File: src/rtl/vx_timeit_ctrl_pkg.sv
`default_nettype none
// ============================================================================
// Module   : vx_timeit_ctrl_pkg
// Brief    : Shared types and constants for the timeit profiling controller.
// Revision : 1.0 - initial release
// ============================================================================
package vx_timeit_ctrl_pkg;

    typedef enum logic [1:0] {
        ST_IDLE    = 2'd0,
        ST_ARMED   = 2'd1,
        ST_RUNNING = 2'd2,
        ST_DONE    = 2'd3
    } timeit_state_e;

    localparam logic [1:0] c_csr_start = 2'd0;
    localparam logic [1:0] c_csr_end   = 2'd1;
    localparam logic [1:0] c_csr_ctrl  = 2'd2;
    localparam logic [1:0] c_csr_clear = 2'd3;

    localparam int c_ctrl_arm     = 0;
    localparam int c_ctrl_abort   = 1;
    localparam int c_ctrl_wid_lsb = 8;

    function automatic logic state_is_busy(input timeit_state_e s);
        return (s == ST_ARMED) || (s == ST_RUNNING);
    endfunction

endpackage
`default_nettype wire

File: src/rtl/vx_timeit_ctrl_sat_counter.sv
`default_nettype none
// ============================================================================
// Module   : vx_timeit_ctrl_sat_counter
// Brief    : Accumulator with clear, load and saturating increment-by-N.
// Revision : 1.0 - initial release
// ============================================================================
module vx_timeit_ctrl_sat_counter #(
    parameter int WIDTH = 64
) (
    input  logic             clk,
    input  logic             reset_n,
    input  logic             clr,
    input  logic             load,
    input  logic [WIDTH-1:0] load_val,
    input  logic             inc,
    input  logic [WIDTH-1:0] inc_val,
    output logic [WIDTH-1:0] count
);

    logic [WIDTH-1:0] r_count;
    logic [WIDTH:0]   w_sum;

    // One extra bit catches the carry-out so the result pins at all-ones.
    assign w_sum = {1'b0, r_count} + {1'b0, inc_val};

    always_ff @(posedge clk or negedge reset_n) begin
        if (!reset_n) begin
            r_count <= '0;
        end else if (clr) begin
            r_count <= '0;
        end else if (load) begin
            r_count <= load_val;
        end else if (inc) begin
            r_count <= w_sum[WIDTH] ? {WIDTH{1'b1}} : w_sum[WIDTH-1:0];
        end
    end

    assign count = r_count;

endmodule
`default_nettype wire

File: src/rtl/vx_timeit_ctrl.sv
`default_nettype none
// ============================================================================
// Module   : vx_timeit_ctrl
// Brief    : Sequences one cycle/instruction measurement window per arm.
// Revision : 1.0 - initial release
// ============================================================================
module vx_timeit_ctrl
    import vx_timeit_ctrl_pkg::*;
#(
    parameter int NUM_WARPS   = 4,
    parameter int NW_BITS     = (NUM_WARPS > 1) ? $clog2(NUM_WARPS) : 1,
    parameter int NUM_THREADS = 4,
    parameter int CMT_SIZE_W  = $clog2(5 * NUM_THREADS + 1)
) (
    input  logic                  clk,
    input  logic                  reset_n,
    input  logic                  csr_wr_valid,
    input  logic [1:0]            csr_wr_addr,
    input  logic [31:0]           csr_wr_data,
    input  logic                  cmt_valid,
    input  logic [NW_BITS-1:0]    cmt_wid,
    input  logic [31:0]           cmt_pc,
    input  logic [CMT_SIZE_W-1:0] cmt_size,
    output logic                  timeit_enable,
    output logic [31:0]           timeit_start_addr,
    output logic [31:0]           timeit_end_addr,
    output logic [NW_BITS-1:0]    timeit_active,
    output logic                  busy,
    output logic                  done,
    output logic [63:0]           cycles,
    output logic [63:0]           instrs
);

    timeit_state_e      r_state;
    timeit_state_e      w_state_nxt;
    logic               r_busy;
    logic               r_done;
    logic [NW_BITS-1:0] r_active;
    logic [31:0]        r_start_addr;
    logic [31:0]        r_end_addr;

    logic w_ctrl_wr, w_clear_wr, w_start_wr, w_end_wr;
    logic w_arm_ok, w_abort_ok, w_cmt_hit, w_start_hit, w_end_hit;
    logic w_cnt_clr, w_cnt_load, w_cyc_inc, w_ins_inc;
    logic [63:0] w_size_ext;

    assign w_ctrl_wr  = csr_wr_valid && (csr_wr_addr == c_csr_ctrl);
    assign w_clear_wr = csr_wr_valid && (csr_wr_addr == c_csr_clear);
    assign w_start_wr = csr_wr_valid && (csr_wr_addr == c_csr_start) && !state_is_busy(r_state);
    assign w_end_wr   = csr_wr_valid && (csr_wr_addr == c_csr_end)   && !state_is_busy(r_state);

    assign w_arm_ok   = w_ctrl_wr && csr_wr_data[c_ctrl_arm] && !csr_wr_data[c_ctrl_abort]
                        && !state_is_busy(r_state);
    assign w_abort_ok = w_ctrl_wr && csr_wr_data[c_ctrl_abort] && state_is_busy(r_state);

    // Any ctrl/clear write in the same cycle takes priority and drops the commit.
    assign w_cmt_hit   = cmt_valid && (cmt_wid == r_active) && !w_ctrl_wr && !w_clear_wr;
    assign w_start_hit = w_cmt_hit && (cmt_pc == r_start_addr);
    assign w_end_hit   = w_cmt_hit && (cmt_pc == r_end_addr);

    assign w_size_ext = {{(64 - CMT_SIZE_W){1'b0}}, cmt_size};

    always_comb begin
        w_state_nxt = r_state;
        w_cnt_clr   = 1'b0;
        w_cnt_load  = 1'b0;
        w_cyc_inc   = 1'b0;
        w_ins_inc   = 1'b0;
        if (w_clear_wr) begin
            w_state_nxt = ST_IDLE;
            w_cnt_clr   = 1'b1;
        end else if (w_arm_ok) begin
            w_state_nxt = ST_ARMED;
            w_cnt_clr   = 1'b1;
        end else if (w_abort_ok) begin
            w_state_nxt = ST_IDLE;
        end else begin
            case (r_state)
                ST_ARMED: begin
                    if (w_start_hit) begin
                        w_cnt_load  = 1'b1;
                        w_state_nxt = w_end_hit ? ST_DONE : ST_RUNNING;
                    end
                end
                ST_RUNNING: begin
                    w_cyc_inc = 1'b1;
                    w_ins_inc = w_cmt_hit;
                    if (w_end_hit) begin
                        w_state_nxt = ST_DONE;
                    end
                end
                default: ;
            endcase
        end
    end

    always_ff @(posedge clk or negedge reset_n) begin
        if (!reset_n) begin
            r_state      <= ST_IDLE;
            r_busy       <= 1'b0;
            r_done       <= 1'b0;
            r_active     <= '0;
            r_start_addr <= '0;
            r_end_addr   <= '0;
        end else begin
            r_state <= w_state_nxt;
            r_busy  <= state_is_busy(w_state_nxt);
            r_done  <= (w_state_nxt == ST_DONE);
            if (w_arm_ok) begin
                r_active <= csr_wr_data[c_ctrl_wid_lsb +: NW_BITS];
            end
            if (w_start_wr) begin
                r_start_addr <= csr_wr_data;
            end
            if (w_end_wr) begin
                r_end_addr <= csr_wr_data;
            end
        end
    end

    vx_timeit_ctrl_sat_counter #(.WIDTH(64)) u_cycles (
        .clk      (clk),
        .reset_n  (reset_n),
        .clr      (w_cnt_clr),
        .load     (w_cnt_load),
        .load_val (64'd1),
        .inc      (w_cyc_inc),
        .inc_val  (64'd1),
        .count    (cycles)
    );

    vx_timeit_ctrl_sat_counter #(.WIDTH(64)) u_instrs (
        .clk      (clk),
        .reset_n  (reset_n),
        .clr      (w_cnt_clr),
        .load     (w_cnt_load),
        .load_val (w_size_ext),
        .inc      (w_ins_inc),
        .inc_val  (w_size_ext),
        .count    (instrs)
    );

    assign timeit_enable     = r_busy;
    assign busy              = r_busy;
    assign done              = r_done;
    assign timeit_active     = r_active;
    assign timeit_start_addr = r_start_addr;
    assign timeit_end_addr   = r_end_addr;

endmodule
`default_nettype wire

File: config.mk
export PLATFORM = sky130hd
export DESIGN_NAME = vx_timeit_ctrl
export DESIGN_NICKNAME = d
export VERILOG_FILES = /design/src/rtl/vx_timeit_ctrl_pkg.sv /design/src/rtl/vx_timeit_ctrl_sat_counter.sv /design/src/rtl/vx_timeit_ctrl.sv
export SDC_FILE = /design/constraint.sdc
export NUM_CORES = 1
export LEC_CHECK = 0
export BUFFER_PORTS_ARGS = -buffer_cell sky130_fd_sc_hd__buf_2
export CORE_ASPECT_RATIO = 1.2
export CORE_MARGIN = 2
export CORE_UTILIZATION = 55
export CTS_CLUSTER_SIZE = 10
export DETAILED_ROUTE_END_ITERATION = 10
export GPL_TIMING_DRIVEN = 0
export PLACE_DENSITY_LB_ADDON = 0.3
export SYNTH_ARGS = -nofsm -noshare
export SYNTH_HDL_FRONTEND = slang
export SYNTH_SLANG_ARGS = --single-unit
File: constraint.sdc
create_clock -name clk -period 4.9 [get_ports clk]
set_clock_uncertainty 0.2 [all_clocks]
set_input_delay 0.245 -clock clk [delete_from_list [all_inputs] [get_ports clk]]
set_output_delay 0.245 -clock clk [all_outputs]
set_load 0.02 [all_outputs]
* Yosys cells after proc, flatten, opt, wreduce, memory -nomap -nowiden
Cells that the tools add are included.
** Word-level totals
- Latch bits :: 0
- Memory bits (read-only) :: 0
- Logic and storage cells :: 76
- Register bits after elaboration :: 198
- Bits in writable memories :: 0
- Memories :: 0
- Input port bits :: 77
- Output and inout port bits :: 197
** Cells by class
- Mux-type cells :: 30
- Multiply operators :: 0
- Reduce and logical (&&, ||, !) cells :: 25
- Shift operators :: 0
- Equality and inequality tests :: 11
- Div/mod/pow operators :: 0
- Magnitude comparators :: 0
- Bitwise operators :: 0
- Add/sub/neg operators :: 2
** Operator list (count)
- 2-to-1 mux 64 bit :: 8
- adder 64 x 1 -> 65 bit (second input constant) :: 1
- adder 64 x 5 -> 65 bit :: 1
- == test 32 bit :: 2
- logical AND 1 bit :: 16
- 2-to-1 mux 1 bit :: 16
- == test 2 bit (second input constant) :: 5
- 2-to-1 mux 2 bit :: 5
- == test 2 x 1 -> 1 bit (second input constant) :: 3
- nonzero test 3 bit :: 2
- logical NOT 1 bit :: 4
- one-hot mux 2 bit (2 select lines) :: 1
- == test 2 bit :: 1
- logical NOT 2 bit :: 1
- logical OR 1 bit :: 2

* Longest topological paths before layout
Gate-level depths: netlist of the first run.
- Word-level depth :: 14
- Depth in mapped cells :: 13
- Mapped depth without buffers :: 9

* Cells and area by module
A second synthesis of the first run with hierarchy kept.
** Second synthesis, totals
- Cell total of the unflattened synthesis :: 2180
- Area, all modules :: 17539.3 um2
** Modules (own cells, without submodules)
- vx_timeit_ctrl_sat_counter :: seq. area each 1601.5 um2, instances 2, area each 7010.5 um2, cells an instance 956
- vx_timeit_ctrl :: seq. area each 1751.7 um2, instances 1, area each 3518.4 um2, cells an instance 268

* Worst setup path before layout of the first run
Ideal clock, no wire load.
- Path type :: register -> register
- From :: reg u_instrs.r_count[0] (netlist: u_instrs.count[0])
- To :: reg u_instrs.r_count[30] (netlist: u_instrs.count[30])
- Data required time :: 4.579 ns
- Cell stages (with the launch flop) :: 12
- Buffers on the path :: 2
- Clock period less this slack :: 3.087 ns
- Library setup time :: 0.121 ns
- Data arrival time :: 2.766 ns
- Setup slack :: 1.813 ns
- Path through :: dfrtp_1 -> ha_1 -> fa_1 -> a211oi_1 -> o21bai_1 -> nand4_1 -> or4_1 -> clkbuf_1 -> clkbuf_1 -> o31ai_1 -> a21oi_1 -> nor2_1
** On the way
- Cells in the longest elaborated chain, start to end :: 5
** RTL lines
- start, declared :: RTL line vx_timeit_ctrl_sat_counter.sv:20 : logic [WIDTH-1:0] r_count;
- start signal, assigned :: RTL line vx_timeit_ctrl_sat_counter.sv:32 : r_count <= load_val;
- start signal, assigned :: RTL line vx_timeit_ctrl_sat_counter.sv:34 : r_count <= w_sum[WIDTH] ? {WIDTH{1'b1}} : w_sum[WIDTH-1:0];
- adder 64 x 5 -> 65 bit :: RTL line vx_timeit_ctrl_sat_counter.sv:24 : assign w_sum = {1'b0, r_count} + {1'b0, inc_val};
- 2-to-1 mux 64 bit :: RTL line vx_timeit_ctrl_sat_counter.sv:34
- 2-to-1 mux 64 bit :: RTL line vx_timeit_ctrl_sat_counter.sv:33 : end else if (inc) begin
- 2-to-1 mux 64 bit :: RTL line vx_timeit_ctrl_sat_counter.sv:31 : end else if (load) begin
- 2-to-1 mux 64 bit :: RTL line vx_timeit_ctrl_sat_counter.sv:29 : end else if (clr) begin
Every way passes these cells. The select of a mux whose other input is x is not followed.
A chain may end at the register's enable or synchronous reset.

* Final worst setup path of the first run
- From :: in cmt_size[0]
- To :: reg u_instrs.r_count[21] (netlist: u_instrs.count[21])
** On the way
- Cells in the longest elaborated chain, start to end :: 5
** RTL lines
- start, declared :: RTL line vx_timeit_ctrl.sv:23 : input logic [CMT_SIZE_W-1:0] cmt_size,
- adder 64 x 5 -> 65 bit :: RTL line vx_timeit_ctrl_sat_counter.sv:24
- 2-to-1 mux 64 bit :: RTL line vx_timeit_ctrl_sat_counter.sv:34
- 2-to-1 mux 64 bit :: RTL line vx_timeit_ctrl_sat_counter.sv:33
- 2-to-1 mux 64 bit :: RTL line vx_timeit_ctrl_sat_counter.sv:31
- 2-to-1 mux 64 bit :: RTL line vx_timeit_ctrl_sat_counter.sv:29
Every way passes these cells. The select of a mux whose other input is x is not followed.

==> flow_summary.toml, run 1 <==
[setup_path]
worst_path_max_delay_cell = "nor4_2"
crit_buf_inv = 3
crit_fanout = 10
critPathTopFamily = "simple AND/OR/NAND/NOR gates"
r2r_start = "u_instrs.count[0]"
cp-start-kind = "input port"
worstPathCellList = "dlygate4sd3_1 -> buf_2 -> ha_1 -> fa_1 -> a211oi_1 -> o21bai_1 -> nand4_1 -> nor4_2 -> clkbuf_1 -> nor2_1 -> o21ai_0"
r2r-end = "u_instrs.count[21]"
cp.arrival_ps = 4740
rrSetupSlack_ps = 360
path_class = "in -> reg"
max_stage_delay_ps = 1320
critical_path_required_ps = 5060
worstSetupEndpointType = "flop"
reg2reg_depth = 9

[yosys]
synth_fp_nets = 1328
yosysWarningCount = 0
synth.avg_cell_area_sq_um = 9.23
synth_top_area_cell = "dfrtp_1"
ys_ff_latch = 198
ys_top_cells_by_count = "dfrtp_1 (198), o21ai_0 (97), nand2_1 (96), nor2_1 (86), nor3_1 (69)"
ys.flop_type = "dfrtp_1"
synth_edf_count = 0
synth_seq_area_share_pct = 43.2
synthArstFlopShare_pct = 100
syn_area_sq_um = 11500
synth.area.top_cells = "dfrtp_1 (43%), mux2_2 (6.5%), o21ai_0 (4.2%), nand2_1 (3.1%), xor2_1 (3.1%)"
syn-instance-count = 1241
yosysMostFrequentCell = "dfrtp_1"
ys_types = 68
synth_top_area_share_pct = 43.2

[cells_and_area]
fin_area_sq_um = 14200
fin_util_pct = 69.7
regArea_sq_um = 4950
fin_nets = 1658
fill_cells = 1631
multi_input_area_sq_um = 6150
area_growth_pct = 23.6
drive_gt1_share_pct = 25.4

[min_path]
whs_path_depth = 3
hp-class = "in -> reg"
holdPathEnd = "timeit_end_addr[0]"
worstHoldStart = "csr_wr_addr[1]"

[global_routing]
grt.total_usage_pct = 38.3
met1_usage_pct = 48.5
busiest_layer = "met2"
met2_usage_pct = 62.4
grt_max_degree = 101
grt_pass1_vias = 11700
antenna_found_initial = 2
grt-ovfl-total = 0
grtUsageMet3_pct = 7.05
grt_pass1_wl_microns = 65400

[clock_tree]
cts.sinks = 198
clk_pin_slew_ps = 80
cts.htree.levels = 4
clk-insertion-delay-late_ps = 450
cts_made_buffers = 17
cts_root_buf = "clkbuf_16"
ctsHoldBuffers = 38
cts-resized-gates = 0
cts_tree = "built"
clk_path_buf_depth = 2
post_cts.repair.setup_buffers = 0

[routing]
ant_nets = 0
routed_wl_microns = 42000
drtIter0Drc = 1121
dr.pass1.iters = 7
avgViaCountPerCell = 6.52
vias = 12100
wl_per_cell_microns = 22.7
drc_errors = 0

[floorplan]
die-area_sq_um = 22000
num_rows = 57
io_pins = 274
die_w_microns = 136
die_h_microns = 162
initial_core_util_pct = 56.4
core_sq_um = 20300

[sta]
hold_viol = 0
fin_crit_sh_pct = 93.7
fmax_mhz = 218
fin_crit_ps = 4590
slew_viol_final = 0
rsz0062_at_grt = "false"
tightest_slew_ps = 1450
max-slew-margin-rel_pct = 2.58
setup_viol = 0

[power]
p_per_area_nw_per_um2 = 353
vdd_ir_drop_max_uv = 324
leakagePower_uw = 0.00626

[status]
outcome = "completed"

[placement]
gp_congestion = 0.972
io_buffers = 272
dp_hpwl_microns = 29600
placed_area_sq_um = 13200

[flow_run]
cap_violations = 0
-- sequential cells by signal, summed over array words and instances (netlist names) --
name / cells
u_cycles.count: 64
u_instrs.count: 64
timeit_end_addr: 32
timeit_start_addr: 32
r_state: 2
timeit_active: 2
busy: 1
done: 1
-- placed cells by master (no fill, tap or decap), drive strengths merged, types with 9 or more instances in the layout --
master	instances
a21o	10
inv	33
nand4	47
or3	13
nand3	68
nor2	87
nor3	71
and4	18
and3	29
a311oi	17
a22o	10
dlygate4sd3	38
nand2	96
xor2	40
a21oi	59
dfrtp	198
o211ai	12
a31oi	12
or4	15
xnor2	29
o31ai	15
and2	16
buf	295
a211oi	20
nor4	33
o21a	12
ha	9
clkbuf	54
o21ai	97
mux2	66
-- worst reg2reg max path, cell delays in order, from the launching register on --
cell and delay (ps):
dfrtp_1 370, ha_1 220, fa_1 260, a211oi_1 110
o21bai_1 440, nand4_1 510, nor4_2 1320, clkbuf_1 710
nor2_1 100, o21ai_0 190
-- worst max-delay path by stage --
stage	end	start	cells past startpoint	slack, ps
2_1_floorplan	u_instrs.count[30]	u_instrs.count[0]	11	1810
3_3_place_gp	u_cycles.count[41]	reset_n	1	-3
3_5_place_dp	u_instrs.count[53]	u_instrs.count[0]	9	530
4_1_cts	u_instrs.count[21]	cmt_size[0]	11	430
5_1_grt	u_instrs.count[24]	cmt_size[0]	11	160
6_report	u_instrs.count[21]	cmt_size[0]	11	310
-- kinds of logic (layout without fill, tap and decap cells) --
group | Yosys count | count (layout) | share of synthesized area, %
and+or+nand+nor | 520 | 520 | 24.3
AOI/OAI and AO/OA | 292 | 292 | 16.3
DFF | 198 | 198 | 43.2
buffers and inverters | 84 | 426 | 3.07
xor gates and xnor gates | 69 | 69 | 5.27
muxes | 68 | 68 | 6.66
adders and majority gates | 10 | 10 | 1.16
other | 0 | 1 | 0
-- per-stage QoR --
| step | TNS (ps) | hold WS (ps) | worst slack [ps] | power (uW) | instances |
|---|---|---|---|---|---|
| floorplan | 0 | -251 | 1810 | 2930 | 1241 |
| global placement | -47.8 | 289 | -2.78 | 3430 | 1778 |
| detailed placement | 0 | 139 | 532 | 3470 | 1779 |
| CTS | 0 | 133 | 432 | 4940 | 1848 |
| global route | 0 | 163 | 163 | 5170 | 1849 |
| finish | 0 | 153 | 310 | 5000 | 1849 |
-- final cells by class --
type / count / share of cell area [%]
plain buffers: 59 / 1.82
flip-flops and latches: 198 / 35.0
well taps: 265 / 2.34
multi-input cells: 959 / 43.5
diodes: 1 / 0.0177
clock inverters: 14 / 1.14
repair buffers: 311 / 12.6
clock buffers: 17 / 3.00
inverters: 25 / 0.663
-- power breakdown --
| part | total [uW] | internal (uW) | switching (uW) |
|---|---|---|---|
| clock network | 1480 | 767 | 709 |
| registers | 2100 | 1860 | 238 |
| logic | 1430 | 579 | 851 |
-- routing by layer --
layer  share of wire, %  vias to the layer above
li1                   -                     5310
met1                 38                     5879
met2                 48                      741
met3                8.6                      132
met4                4.6                        0
met5                  0                        -
Power figures use the tool's default switching activity.
==> inputs of run 2 (changes only) <==
==> constraint.sdc (replaced) <==
create_clock -name clk -period 4.9 [get_ports clk]
set_clock_uncertainty 0.2 [all_clocks]
set_input_delay 0 -clock clk [delete_from_list [all_inputs] [get_ports clk]]
set_output_delay 0 -clock clk [all_outputs]
set_load 0.02 [all_outputs]
==> run 2 against run 1 <==
Effect of this change:
- the run now ends with hold timing, capacitance limit left
- worst hold slack got worse by 220 ps
- total power increased by 0.16%
- design area increased by 0.49%
- global-route usage increased by 0.17 points
- routed wire length increased by 0.51%
- sequential share of layout area decreased by 0.17 points
- via count increased by 0.21%
- sequential cell count unchanged
- critical path type is now reg -> reg
- highest routed layer unchanged
==> flow_summary.toml, run 2 (synthesis results as in run 1) <==
[status]
outcome = "finished with violations"
violations = "hold timing, capacitance limit"

[global_routing]
grt_max_degree = 101
grt_pass1_wl_microns = 65600
antenna_found_initial = 2
grt-ovfl-total = 0
grt.total_usage_pct = 38.5
grt_pass1_vias = 11800

[sta]
rsz0062_at_grt = "false"
setup_viol = 0
fmax_mhz = 217
worst_slack_ps = 295
max-slew-margin-rel_pct = 2.04
tns_ps = 0
hold-worst-slack_ps = -63.3
slew_viol_final = 0
fin_crit_ps = 4600
hold_viol = 13
tightest_slew_ps = 1460
fin_crit_sh_pct = 94.0

[clock_tree]
cts_made_buffers = 17
post_cts.repair.setup_buffers = 0
cts_root_buf = "clkbuf_16"
clk_pin_slew_ps = 80
clk-insertion-delay-late_ps = 460
clk_path_buf_depth = 2
cts.sinks = 198
cts.htree.levels = 4
cts_tree = "built"

[placement]
io_buffers = 272
place_inst = 1779
placed_area_sq_um = 13200
dp_hpwl_microns = 29600
dpl_worst_slack_ps = 532
gp_congestion = 0.972

[power]
leakagePower_uw = 0.00629
vdd_ir_drop_max_uv = 358
p_per_area_nw_per_um2 = 352

[cells_and_area]
fin_area_sq_um = 14200
final_cell_mix = "buf_2 (282), dfrtp_1 (198), o21ai_0 (97)"
final_common_cell = "buf_2"
drive_gt1_share_pct = 25.3
fin_nets = 1665
fin_util_pct = 70.0
area_growth_pct = 24.2
layout.cells.non_filler = 1856

[floorplan]
core_sq_um = 20300
num_rows = 57
die_h_microns = 162
die_w_microns = 136
initial_core_util_pct = 56.4
io_pins = 274
die-area_sq_um = 22000

[setup_path]
crit_fanout = 10
cp-start-kind = "flop"
worst_path_max_delay_cell = "nor4_2"
path_class = "reg -> reg"
worstPathCellList = "ha_1 -> fa_1 -> a211oi_1 -> o21bai_1 -> nand4_1 -> nor4_2 -> clkbuf_1 -> o21ai_0 -> nand2_1"
worstSetupEndpointType = "flop"
max_stage_delay_ps = 1320
cp.arrival_ps = 4790
critical_path_required_ps = 5080

[routing]
vias = 12100
routed_wl_microns = 42200
drc_errors = 0
drtIter0Drc = 1237
wl_per_cell_microns = 22.7
ant_nets = 0
dr.pass1.iters = 6
avgViaCountPerCell = 6.51

[flow_run]
cap_violations = 1

[min_path]
hp-class = "in -> async"
-- run 2: cell type report --
| type | count | area (sq um) |
|---|---|---|
| multi-input combinational | 959 | 6150 |
| fill | 1613 | 6100 |
| sequential | 198 | 4950 |
| timing repair buffer | 318 | 1850 |
| clock buffer | 17 | 425 |
| tap | 265 | 332 |
| buffer | 59 | 258 |
| clock inverter | 14 | 161 |
| inverter | 25 | 93.8 |
| antenna | 1 | 2.50 |
-- run 2: worst max-delay path, delay by kind of cell (launching register included) --
kind	cells	cell delay, ps
DFF	1	370
and+or+nand+nor	3	1940
adders and majority gates	2	490
AOI/OAI and AO/OA	3	790
buffers and inverters	1	730
-- run 2: what timing repair did --
action,CTS,global route
hold buffers,45,0
endpoints found under the hold margin,175,0
gates resized for setup,0,0
-- run 2: final timing paths --
kind,end,startpoint,depth (start not counted),slack (ps)
setup / recovery,u_instrs.count[53],u_instrs.count[0],9,300
hold / removal,u_instrs.count[3],reset_n,2,-60
setup reg to reg,u_instrs.count[53],u_instrs.count[0],9,300
hold reg to reg,u_instrs.count[0],u_instrs.count[0],2,320
max in group asynchronous,u_cycles.count[17],reset_n,3,3590
min in group clk,r_state[0],cmt_pc[20],7,70
-- run 2: routing by layer --
metal	track usage, %	share of wire [%]	vias up
met1	48.1	38	5853
met2	63.0	48	738
li1	-	-	5342
met5	0	0	-
met4	21.0	5.1	0
met3	7.08	8.4	154
-- run 2: through the flow --
stage	hold slack (ps)	power [uW]
6_report	-63.3	5010
5_1_grt	34.8	5180
4_1_cts	10.7	4950
3_5_place_dp	-106	3470
3_3_place_gp	44.1	3430
2_1_floorplan	-496	2930
-- run 2: power breakdown --
group | internal [uW] | total [uW] | leakage (uW) | switching [uW]
logic | 592 | 1440 | 0.00338 | 851
registers | 1860 | 2090 | 0.00262 | 235
clock network | 767 | 1470 | 0.000289 | 708
==> inputs of run 3 (changes only) <==
--- a/config.mk
+++ b/config.mk
@@ -15,4 +15,5 @@
 export PLACE_DENSITY_LB_ADDON = 0.3
 export SYNTH_ARGS = -nofsm -noshare
 export SYNTH_HDL_FRONTEND = slang
+export SYNTH_HIERARCHICAL = 1
 export SYNTH_SLANG_ARGS = --single-unit
==> run 3 against run 2 <==
Effect of this change:
- the flow now finishes without violations
- clock-buffer cell count did not move
- total power down 6.0%
- clock power up 3%
- core utilization is 1.5 points lower
- setup slack gained 410 ps
- synthesized area rose by 53%
- register-to-register slack improved by 410 ps
- die area increased by 51%
- worst hold slack gained 88 ps
- combinational power down 15%
- sequential power is 6% lower
- maximum frequency grew 9.8%
- critical endpoint is now u_instrs/count[62]
==> flow_summary.toml, run 3 <==
[min_path]
hp-class = "in -> reg"
worstHoldStart = "cmt_valid"
holdPathEnd = "r_state[0]"
whs_path_depth = 5

[routing]
ant_nets = 0
dr.max_layer_used = "met4"
dr_wl_met2_microns = 29900
route.met3.wl_microns = 3540
drc_errors = 0
routed_wl_microns = 58300
drtIter0Drc = 1334
dr.pass1.iters = 5
wl_per_cell_microns = 18.3
avgViaCountPerCell = 5.75
vias = 18300
wl_met1_microns = 22600

[yosys]
ys.flop_type = "dfrtp_1"
syn-instance-count = 2180
synth_top_area_share_pct = 28.2
synthArstFlopShare_pct = 100
synth.area.top_cells = "dfrtp_1 (28%), ha_1 (9.3%), a21oi_1 (6.6%), nand2_1 (6.2%), nor2_1 (4.9%)"
synth_top_area_cell = "dfrtp_1"
synth.avg_cell_area_sq_um = 8.05
ys_top_cells_by_count = "nand2_1 (290), a21oi_1 (231), nor2_1 (227), dfrtp_1 (198), ha_1 (131)"
ys_types = 78
synth_edf_count = 0
syn_area_sq_um = 17500
yosysWarningCount = 6
ys_ff_latch = 198
yosysMostFrequentCell = "nand2_1"
synth_seq_area_share_pct = 28.2

[floorplan]
die_w_microns = 167
core_sq_um = 31400
initial_core_util_pct = 55.9
io_pins = 274
die_h_microns = 200
num_rows = 71
die-area_sq_um = 33300

[cells_and_area]
n_antenna_cell = 0
final_cell_mix = "buf_2 (307), nand2_1 (290), conb_1 (247)"
fin_nets = 2976
regArea_sq_um = 4950
drive_gt1_share_pct = 17.0
area_growth_pct = 22.4
fill_cells = 2699
final_common_cell = "buf_2"
layout.cells.non_filler = 3180
multi_input_area_sq_um = 12900

[sta]
setup_viol = 0
fmax_mhz = 238
rsz0062_at_grt = "false"
hold_viol = 0
slew_viol_final = 0
hold-worst-slack_ps = 25.0
tightest_slew_ps = 947
fin_crit_sh_pct = 85.6
fin_crit_ps = 4190
tns_ps = 0
max-slew-margin-rel_pct = 36.6
worst_slack_ps = 707

[global_routing]
antenna_found_initial = 0
grt-ovfl-total = 0
grt_max_degree = 105
grt_pass1_vias = 17800
grt.total_usage_pct = 34.1
grt_pass1_wl_microns = 91300

[setup_path]
worstPathCellList = "xor2_1 -> nor4_2 -> nand4_1 -> nor4_2 -> and3_1 -> clkbuf_1 -> clkbuf_1 -> o31ai_1 -> a31oi_1"
max_stage_delay_ps = 640
r2r_start = "timeit_start_addr[28]"
r2r-end = "u_instrs/count[62]"
crit_fanout = 10
rrSetupSlack_ps = 710
critical_path_required_ps = 5070
reg2reg_depth = 9
critPathTopFamily = "simple AND/OR/NAND/NOR gates"
cp-start-kind = "flop"
worst_path_max_delay_cell = "and3_1"
path_class = "reg -> reg"
crit_buf_inv = 2
worstSetupEndpointType = "flop"
cp.arrival_ps = 4360

[power]
leakagePower_uw = 0.0107
vdd_ir_drop_max_uv = 268
p_per_area_nw_per_um2 = 219
total_power_uw = 4710

[placement]
gp_congestion = 0.940
place_inst = 3100
dpl_worst_slack_ps = 865
dp_hpwl_microns = 44900
io_buffers = 273

[clock_tree]
cts_tree = "built"
cts.htree.levels = 4
clk_pin_slew_ps = 90
clk-insertion-delay-late_ps = 470
clk_path_buf_depth = 2
post_cts.repair.setup_buffers = 0
cts_made_buffers = 17
cts.sinks = 198
cts_root_buf = "clkbuf_16"

[status]
outcome = "completed"

[flow_run]
cap_violations = 0
-- run 3: logic make-up (layout without fill, tap and decap cells) --
| kind of cell | Yosys count | after routing | share of synthesized area, % |
|---|---|---|---|
| AOI/OAI and AO/OA | 681 | 681 | 24.8 |
| adders and majority gates | 133 | 133 | 9.57 |
| buffers and inverters | 155 | 509 | 3.63 |
| muxes | 76 | 76 | 4.81 |
| xor gates and xnor gates | 180 | 180 | 8.99 |
| DFF | 198 | 198 | 28.2 |
| and+or+nand+nor | 755 | 755 | 19.9 |
| other | 2 | 247 | 0.0428 |
-- run 3: per-layer routing --
| layer | global-route usage [%] | vias to the layer above |
|---|---|---|
| li1 | - | 8765 |
| met1 | 39.8 | 8677 |
| met2 | 62.3 | 671 |
| met3 | 5.13 | 160 |
| met4 | 14.3 | 0 |
| met5 | 0 | - |
-- run 3: worst max-delay path by stage --
stage,start,endpoint,slack [ps],depth (start not counted)
global placement,reset_n,timeit_start_addr[11],80,1
global route,timeit_start_addr[28],u_instrs/count[62],570,9
finish,timeit_start_addr[28],u_instrs/count[62],710,9
CTS,timeit_start_addr[28],u_instrs/count[62],830,9
floorplan,u_instrs/count[0],u_instrs/count[50],1670,13
detailed placement,timeit_start_addr[5],u_instrs/count[62],860,9
-- run 3: cell type report --
cell class / count / area share, %
clock buffer: 17 / 1.98
sequential: 198 / 23.1
timing repair buffer: 322 / 8.77
multi-input combinational: 2072 / 59.9
buffer: 121 / 2.37
inverter: 34 / 0.594
clock inverter: 15 / 0.950
tap: 401 / 2.34
-- run 3: power breakdown --
part | switching [uW] | total [uW] | internal, uW | leakage (uW)
Sequential | 171 | 1960 | 1790 | 0.00262
Clock | 810 | 1520 | 713 | 0.000305
Combinational | 742 | 1230 | 484 | 0.00776
Total | 1720 | 4710 | 2990 | 0.0107
-- run 3: what timing repair did --
| action | 4_1_cts | 5_1_grt |
|---|---|---|
| hold buffers | 48 | 0 |
| gates resized for setup | 0 | 0 |
| hold endpoints to repair | 171 | 0 |
-- run 3: metrics by stage --
step | util, % | instance area [sq um]
5_1_grt | 68.5 | 21500
3_3_place_gp | 64.8 | 20300
3_5_place_dp | 64.9 | 20400
4_1_cts | 68.5 | 21500
6_report | 68.5 | 21500
2_1_floorplan | - | 18500
-- run 3: worst register-to-register path, delay by kind of cell, from the launching register on --
| family | cells | cell delay [ps] |
|---|---|---|
| DFF | 1 | 410 |
| buffers and inverters | 2 | 1230 |
| and+or+nand+nor | 4 | 1680 |
| AOI/OAI and AO/OA | 2 | 420 |
| xor gates and xnor gates | 1 | 160 |
